<file path="src/rtl/bitstuff_nrzi_tx.sv">
// Serial transmit back end: SYNC prefix, zero stuffing after a run of ones, NRZI, EOP on dp/dm.
// Optional build macro BITSTUFF_NRZI_EN enables NRZI; without it the line carries the stuffed bits directly.
module bitstuff_nrzi_tx #(
    parameter int SYNC_LEN  = 8,
    parameter int STUFF_RUN = 6,
    parameter int EOP_SE0   = 2
) (
    input  logic clk,
    input  logic rst_L,
    input  logic inb,
    input  logic in_sending,
    output logic pause,
    output logic dp,
    output logic dm,
    output logic eop_done
);
    localparam logic [3:0] SYNC_LAST = 4'(SYNC_LEN - 1);
    localparam logic [3:0] EOP_LAST  = 4'(EOP_SE0 - 1);
    localparam logic [2:0] RUN_MAX   = 3'(STUFF_RUN);

    typedef enum logic [2:0] {
        ST_IDLE  = 3'd0,
        ST_SYNC  = 3'd1,
        ST_DATA  = 3'd2,
        ST_STUFF = 3'd3,
        ST_EOP0  = 3'd4,
        ST_EOPJ  = 3'd5
    } state_t;

    typedef enum logic [1:0] {
        LINE_HOLD = 2'd0,
        LINE_J    = 2'd1,
        LINE_SE0  = 2'd2,
        LINE_BIT  = 2'd3
    } line_t;

    state_t     state_r;
    state_t     state_next_s;
    logic [3:0] bit_cnt_r;
    logic [3:0] bit_cnt_next_s;
    logic [2:0] ones_r;
    logic [2:0] ones_next_s;
    line_t      line_mode_s;
    logic       tx_bit_s;
    logic       line_bit_s;
    logic       eop_pulse_s;

    // Next state, counters, encoder handshake and what the line should do this cycle
    always_comb begin
        state_next_s   = state_r;
        bit_cnt_next_s = bit_cnt_r;
        ones_next_s    = ones_r;
        pause          = 1'b0;
        line_mode_s    = LINE_HOLD;
        tx_bit_s       = 1'b0;
        eop_pulse_s    = 1'b0;
        case (state_r)
            ST_IDLE: begin
                pause       = in_sending;
                line_mode_s = LINE_J;
                if (in_sending) begin
                    state_next_s   = ST_SYNC;
                    bit_cnt_next_s = 4'd0;
                end else begin
                    state_next_s   = ST_IDLE;
                end
            end
            ST_SYNC: begin
                pause       = 1'b1;
                line_mode_s = LINE_BIT;
                tx_bit_s    = (bit_cnt_r == SYNC_LAST);
                if (bit_cnt_r == SYNC_LAST) begin
                    // the closing SYNC one already counts toward the stuffing run
                    state_next_s   = ST_DATA;
                    bit_cnt_next_s = 4'd0;
                    ones_next_s    = 3'd1;
                end else begin
                    bit_cnt_next_s = bit_cnt_r + 4'd1;
                end
            end
            ST_DATA: begin
                bit_cnt_next_s = 4'd0;
                if (in_sending) begin
                    line_mode_s = LINE_BIT;
                    tx_bit_s    = inb;
                    if (inb) begin
                        ones_next_s = (ones_r >= RUN_MAX) ? RUN_MAX : ones_r + 3'd1;
                    end else begin
                        ones_next_s = 3'd0;
                    end
                    if (ones_next_s == RUN_MAX) begin
                        state_next_s = ST_STUFF;
                    end else begin
                        state_next_s = ST_DATA;
                    end
                end else begin
                    state_next_s = ST_EOP0;
                end
            end
            ST_STUFF: begin
                pause          = 1'b1;
                line_mode_s    = LINE_BIT;
                tx_bit_s       = 1'b0;
                ones_next_s    = 3'd0;
                bit_cnt_next_s = 4'd0;
                if (in_sending) begin
                    state_next_s = ST_DATA;
                end else begin
                    state_next_s = ST_EOP0;
                end
            end
            ST_EOP0: begin
                line_mode_s = LINE_SE0;
                if (bit_cnt_r == EOP_LAST) begin
                    state_next_s   = ST_EOPJ;
                    bit_cnt_next_s = 4'd0;
                end else begin
                    bit_cnt_next_s = bit_cnt_r + 4'd1;
                end
            end
            ST_EOPJ: begin
                line_mode_s  = LINE_J;
                eop_pulse_s  = 1'b1;
                state_next_s = ST_IDLE;
                ones_next_s  = 3'd0;
            end
            default: begin
                state_next_s   = ST_IDLE;
                bit_cnt_next_s = 4'd0;
                ones_next_s    = 3'd0;
            end
        endcase
    end

`ifdef BITSTUFF_NRZI_EN
    logic level_r;
    logic level_next_s;

    // NRZI: a transmitted zero toggles the level, J forces it back to 1
    always_comb begin
        level_next_s = level_r;
        if (line_mode_s == LINE_J) begin
            level_next_s = 1'b1;
        end else if ((line_mode_s == LINE_BIT) && !tx_bit_s) begin
            level_next_s = ~level_r;
        end else begin
            level_next_s = level_r;
        end
    end

    // NRZI level register
    always_ff @(posedge clk) begin
        if (!rst_L) begin
            level_r <= 1'b1;
        end else begin
            level_r <= level_next_s;
        end
    end

    assign line_bit_s = level_next_s;
`else
    assign line_bit_s = tx_bit_s;
`endif

    // State, counters and registered line outputs
    always_ff @(posedge clk) begin
        if (!rst_L) begin
            state_r   <= ST_IDLE;
            bit_cnt_r <= 4'd0;
            ones_r    <= 3'd0;
            dp        <= 1'b1;
            dm        <= 1'b0;
            eop_done  <= 1'b0;
        end else begin
            state_r   <= state_next_s;
            bit_cnt_r <= bit_cnt_next_s;
            ones_r    <= ones_next_s;
            eop_done  <= eop_pulse_s;
            case (line_mode_s)
                LINE_J: begin
                    dp <= 1'b1;
                    dm <= 1'b0;
                end
                LINE_SE0: begin
                    dp <= 1'b0;
                    dm <= 1'b0;
                end
                LINE_BIT: begin
                    dp <= line_bit_s;
                    dm <= ~line_bit_s;
                end
                default: begin
                    dp <= dp;
                    dm <= dm;
                end
            endcase
        end
    end
endmodule

</file>
<file path="config.mk">
export PLATFORM = sky130hd
export DESIGN_NAME = bitstuff_nrzi_tx
export DESIGN_NICKNAME = d
export VERILOG_FILES = /design/src/rtl/bitstuff_nrzi_tx.sv
export SDC_FILE = /design/constraint.sdc
export NUM_CORES = 1
export LEC_CHECK = 0
export BUFFER_PORTS_ARGS = -buffer_cell sky130_fd_sc_hd__buf_2
export CORE_ASPECT_RATIO = 1.1
export CORE_UTILIZATION = 55
export DETAILED_ROUTE_END_ITERATION = 8
export PLACE_DENSITY = 0.75
export SLEW_MARGIN = 10
export SYNTH_ARGS = -nofsm -noshare
export SYNTH_HDL_FRONTEND = slang
export SYNTH_SLANG_ARGS = --single-unit
</file>
<file path="constraint.sdc">
create_clock -name clk -period 1.96 [get_ports clk]
set_input_delay 0.392 -clock clk [delete_from_list [all_inputs] [get_ports clk]]
set_output_delay 0.392 -clock clk [all_outputs]
set_load 0.02 [all_outputs]
</file>
==> out/metrics.json <==
{
  "yosys_register_bits": {"value": 13},
  "worst-path-max-fanout": {"value": 19},
  "critical_path.reg2reg.startpoint": {"value": "bit_cnt_r[0]"},
  "dpl_cell_area": {"value": 856, "unit": "sq um"},
  "clock-root-buffer": {"value": "clkbuf_4"},
  "vdd_ir_drop_max": {"value": 0.322, "unit": "mV"},
  "avgViaCountPerCell": {"value": 6.13},
  "synth_top_area_share": {"value": 31.6, "unit": "%"},
  "holdPathEnd": {"value": "dp"},
  "setup_total_negative_slack": {"value": 0, "unit": "ns"},
  "hold_path.class": {"value": "in2reg"},
  "fin_total_pwr": {"value": 0.000513, "unit": "W"},
  "numPlacedInstances": {"value": 122},
  "first_pass_iters": {"value": 4},
  "cp.arrival": {"value": 1.34, "unit": "ns"},
  "drive_gt1_share": {"value": 14.5, "unit": "%"},
  "cts_buffer_depth": {"value": 2},
  "hp-start": {"value": "rst_L"},
  "drtAntennaViolNets": {"value": 0},
  "synth-seq-area-share": {"value": 31.6, "unit": "%"},
  "cts_num_sinks": {"value": 13},
  "detail_route.wl_per_cell": {"value": 14.0, "unit": "um"},
  "avgSynthCellArea": {"value": 7.93, "unit": "sq um"},
  "slew_violations": {"value": 0},
  "areaGrowthSynthToFinish": {"value": 6.98, "unit": "%"},
  "final.setup_skew": {"value": 0.00442, "unit": "ns"},
  "rows": {"value": 14},
  "endpoint_of_the_most_critical_register_to_register_path": {"value": "bit_cnt_r[0]"},
  "r2r_cells": {"value": 5},
  "dieWidth": {"value": 38.9, "unit": "um"},
  "finalWeightedCongestion": {"value": 0.823},
  "timing.critical_path.to_type": {"value": "output pin"},
  "design.core.area": {"value": 0.00138, "unit": "sq mm"},
  "grt.total_usage": {"value": 24.7, "unit": "%"},
  "netlist-cell-type-count": {"value": 36},
  "cts.hold.buffers_added": {"value": 0},
  "drt_iter0_drc": {"value": 41},
  "grt_overflow_total": {"value": 0},
  "syn_area": {"value": 825, "unit": "sq um"},
  "floorplan.io_pins": {"value": 8},
  "synth_area_leaders": {"value": "dfxtp_1 32%, ha_1 7.6%, a21oi_1 6.1%, a31oi_1 3.8%, nand3_1 3.6%"},
  "power.leakage": {"value": 0.358, "unit": "nW"},
  "power.density": {"value": 581, "unit": "mW/mm^2"},
  "drcViolationCount": {"value": 0},
  "grt_start_max_net_pins": {"value": 20},
  "result_of_the_run": {"value": "complete, no violations"},
  "cts-htree-levels": {"value": 1},
  "tightestPinTransition": {"value": 0.596, "unit": "ns"},
  "synthCells": {"value": 104},
  "post-cts-setup-buffer-count": {"value": 0},
  "async_flop_share": {"value": 0, "unit": "%"},
  "tritoncts": {"value": "yes"},
  "worst_setup_hold_path_clk_slew": {"value": 0.08, "unit": "ns"},
  "slew-limit-headroom": {"value": 60.2, "unit": "%"},
  "maxClockFrequency": {"value": 579, "unit": "MHz"},
  "port_buffers": {"value": 7},
  "num-nets-final": {"value": 120},
  "synth.net_count": {"value": 113},
  "yosys_warning_count": {"value": 0},
  "synth-main-ff-cell": {"value": "dfxtp_1"},
  "stdcell_area": {"value": 882, "unit": "sq um"},
  "period_needed": {"value": 1.73, "unit": "ns"},
  "worstSkewPairLatency": {"value": 0.27, "unit": "ns"},
  "layout_worst_path_cycle_share": {"value": 88.1, "unit": "%"},
  "grt_pass1_wl": {"value": 2960, "unit": "um"},
  "design.die.area": {"value": 0.00166, "unit": "sq mm"},
  "setup-violations-final": {"value": 0},
  "cts_inserted_buffers": {"value": 3},
  "num_antenna_cells": {"value": 0},
  "max_cap_viol_count": {"value": 0},
  "critical_path_required": {"value": 1.57, "unit": "ns"},
  "postLayoutCoreUtil": {"value": 63.7, "unit": "%"},
  "postCtsResizedCells": {"value": 0},
  "critical_path_startpoint_category": {"value": "register"},
  "grt_pass1_vias": {"value": 695},
  "synthDominantAreaCellType": {"value": "dfxtp_1"},
  "floorplan.initialDensity": {"value": 59.6, "unit": "%"},
  "post_route_insts_no_fill": {"value": 126},
  "synth-edff-count": {"value": 0},
  "wl": {"value": 1760, "unit": "um"},
  "final-hold-violation-count": {"value": 0},
  "rsz0062_at_grt": {"value": "no"},
  "die-height": {"value": 42.6, "unit": "um"},
  "reg2reg_setup_slack": {"value": 0.36, "unit": "ns"},
  "critPathKind": {"value": "reg2out"},
  "via_count": {"value": 772},
  "antenna_found_initial": {"value": 0},
  "hpwlAfterDp": {"value": 1310, "unit": "um"},
  "whs_path_depth": {"value": 2}
}
cell usage in the layout, fill, tap and decap left out, types with 2 or more instances in the layout:
cell type and instances:
a21o_1 2, a21oi_1 10, a31oi_1 5, buf_2 7, buf_4 2, clkbuf_4 3, dfxtp_1 13, ha_1 5
inv_1 7, nand2_1 8, nand3_1 6, nand3b_1 2, nand4_1 2, nor2_1 8, nor3_1 2, o211ai_1 3
o21ai_0 4, o31ai_1 2
power by group:
group          leakage (nW)  switching, W  internal [W]
Combinational         0.238     0.0000380     0.0000280
Sequential            0.106     0.0000121      0.000270
Clock                0.0150     0.0000860     0.0000786
cells in the mapped netlist (all sizes together), types with 3 or more instances:
library cell  number
buf                5
a21oi             11
o211ai             3
nor2               8
nand3              6
nand2              8
ha                 5
o21ai              4
dfxtp             13
inv                7
a31oi              5
state kept, by name, indices dropped and copies added (netlist names):
signal / cells
bit_cnt_r: 4
dm: 1
dp: 1
eop_done: 1
ones_r: 3
state_r: 3
stage by stage:
step,hold slack [ns],setup slack [ns]
6_report,0.358,0.233
5_1_grt,0.345,0.124
4_1_cts,0.350,0.248
3_5_place_dp,0.502,0.346
3_3_place_gp,0.485,0.386
2_1_floorplan,0.464,0.472
critical path: stages, from the launching register on:
cell and delay, ns:
dfxtp_1 0.71, a21oi_1 0.08, nor2_1 0.10, buf_2 0.17
final cells by class:
type	count	area, sq um
Timing Repair Buffer	9	50.0
Sequential cell	13	260
Clock buffer	4	26.3
Tap cell	16	20.0
Inverter	8	30.0
Fill cell	132	502
Multi-Input combinational cell	76	495
metal layers:
metal / up-vias / track usage (%) / routed length, um
met1: 357 / 32.0 / 802
li1: 393 / - / -
met4: 0 / 8.28 / 10
met5: - / 0 / 0
met3: 2 / 3.19 / 68
met2: 20 / 40.7 / 881
cell families (layout without fill, tap and decap cells):
| group | after synthesis | after routing | synth area share, % |
|---|---|---|---|
| AND/OR/NAND/NOR | 37 | 37 | 24.7 |
| AO/OA/AOI/OAI | 34 | 34 | 27.8 |
| buffers and inverters | 15 | 21 | 8.35 |
| flip-flops | 13 | 13 | 31.6 |
| adder cells (fa/ha/maj) | 5 | 5 | 7.59 |
worst max-delay path by stage:
stage / from / end / slack [ns] / cells after the start
floorplan: bit_cnt_r[0] / bit_cnt_r[0] / 0.47 / 5
global placement: ones_r[0] / state_r[0] / 0.39 / 6
detailed placement: ones_r[0] / state_r[0] / 0.35 / 6
CTS: state_r[0] / pause / 0.25 / 3
global route: state_r[0] / pause / 0.12 / 3
finish: state_r[0] / pause / 0.23 / 3
Power figures use the tool's default switching activity.
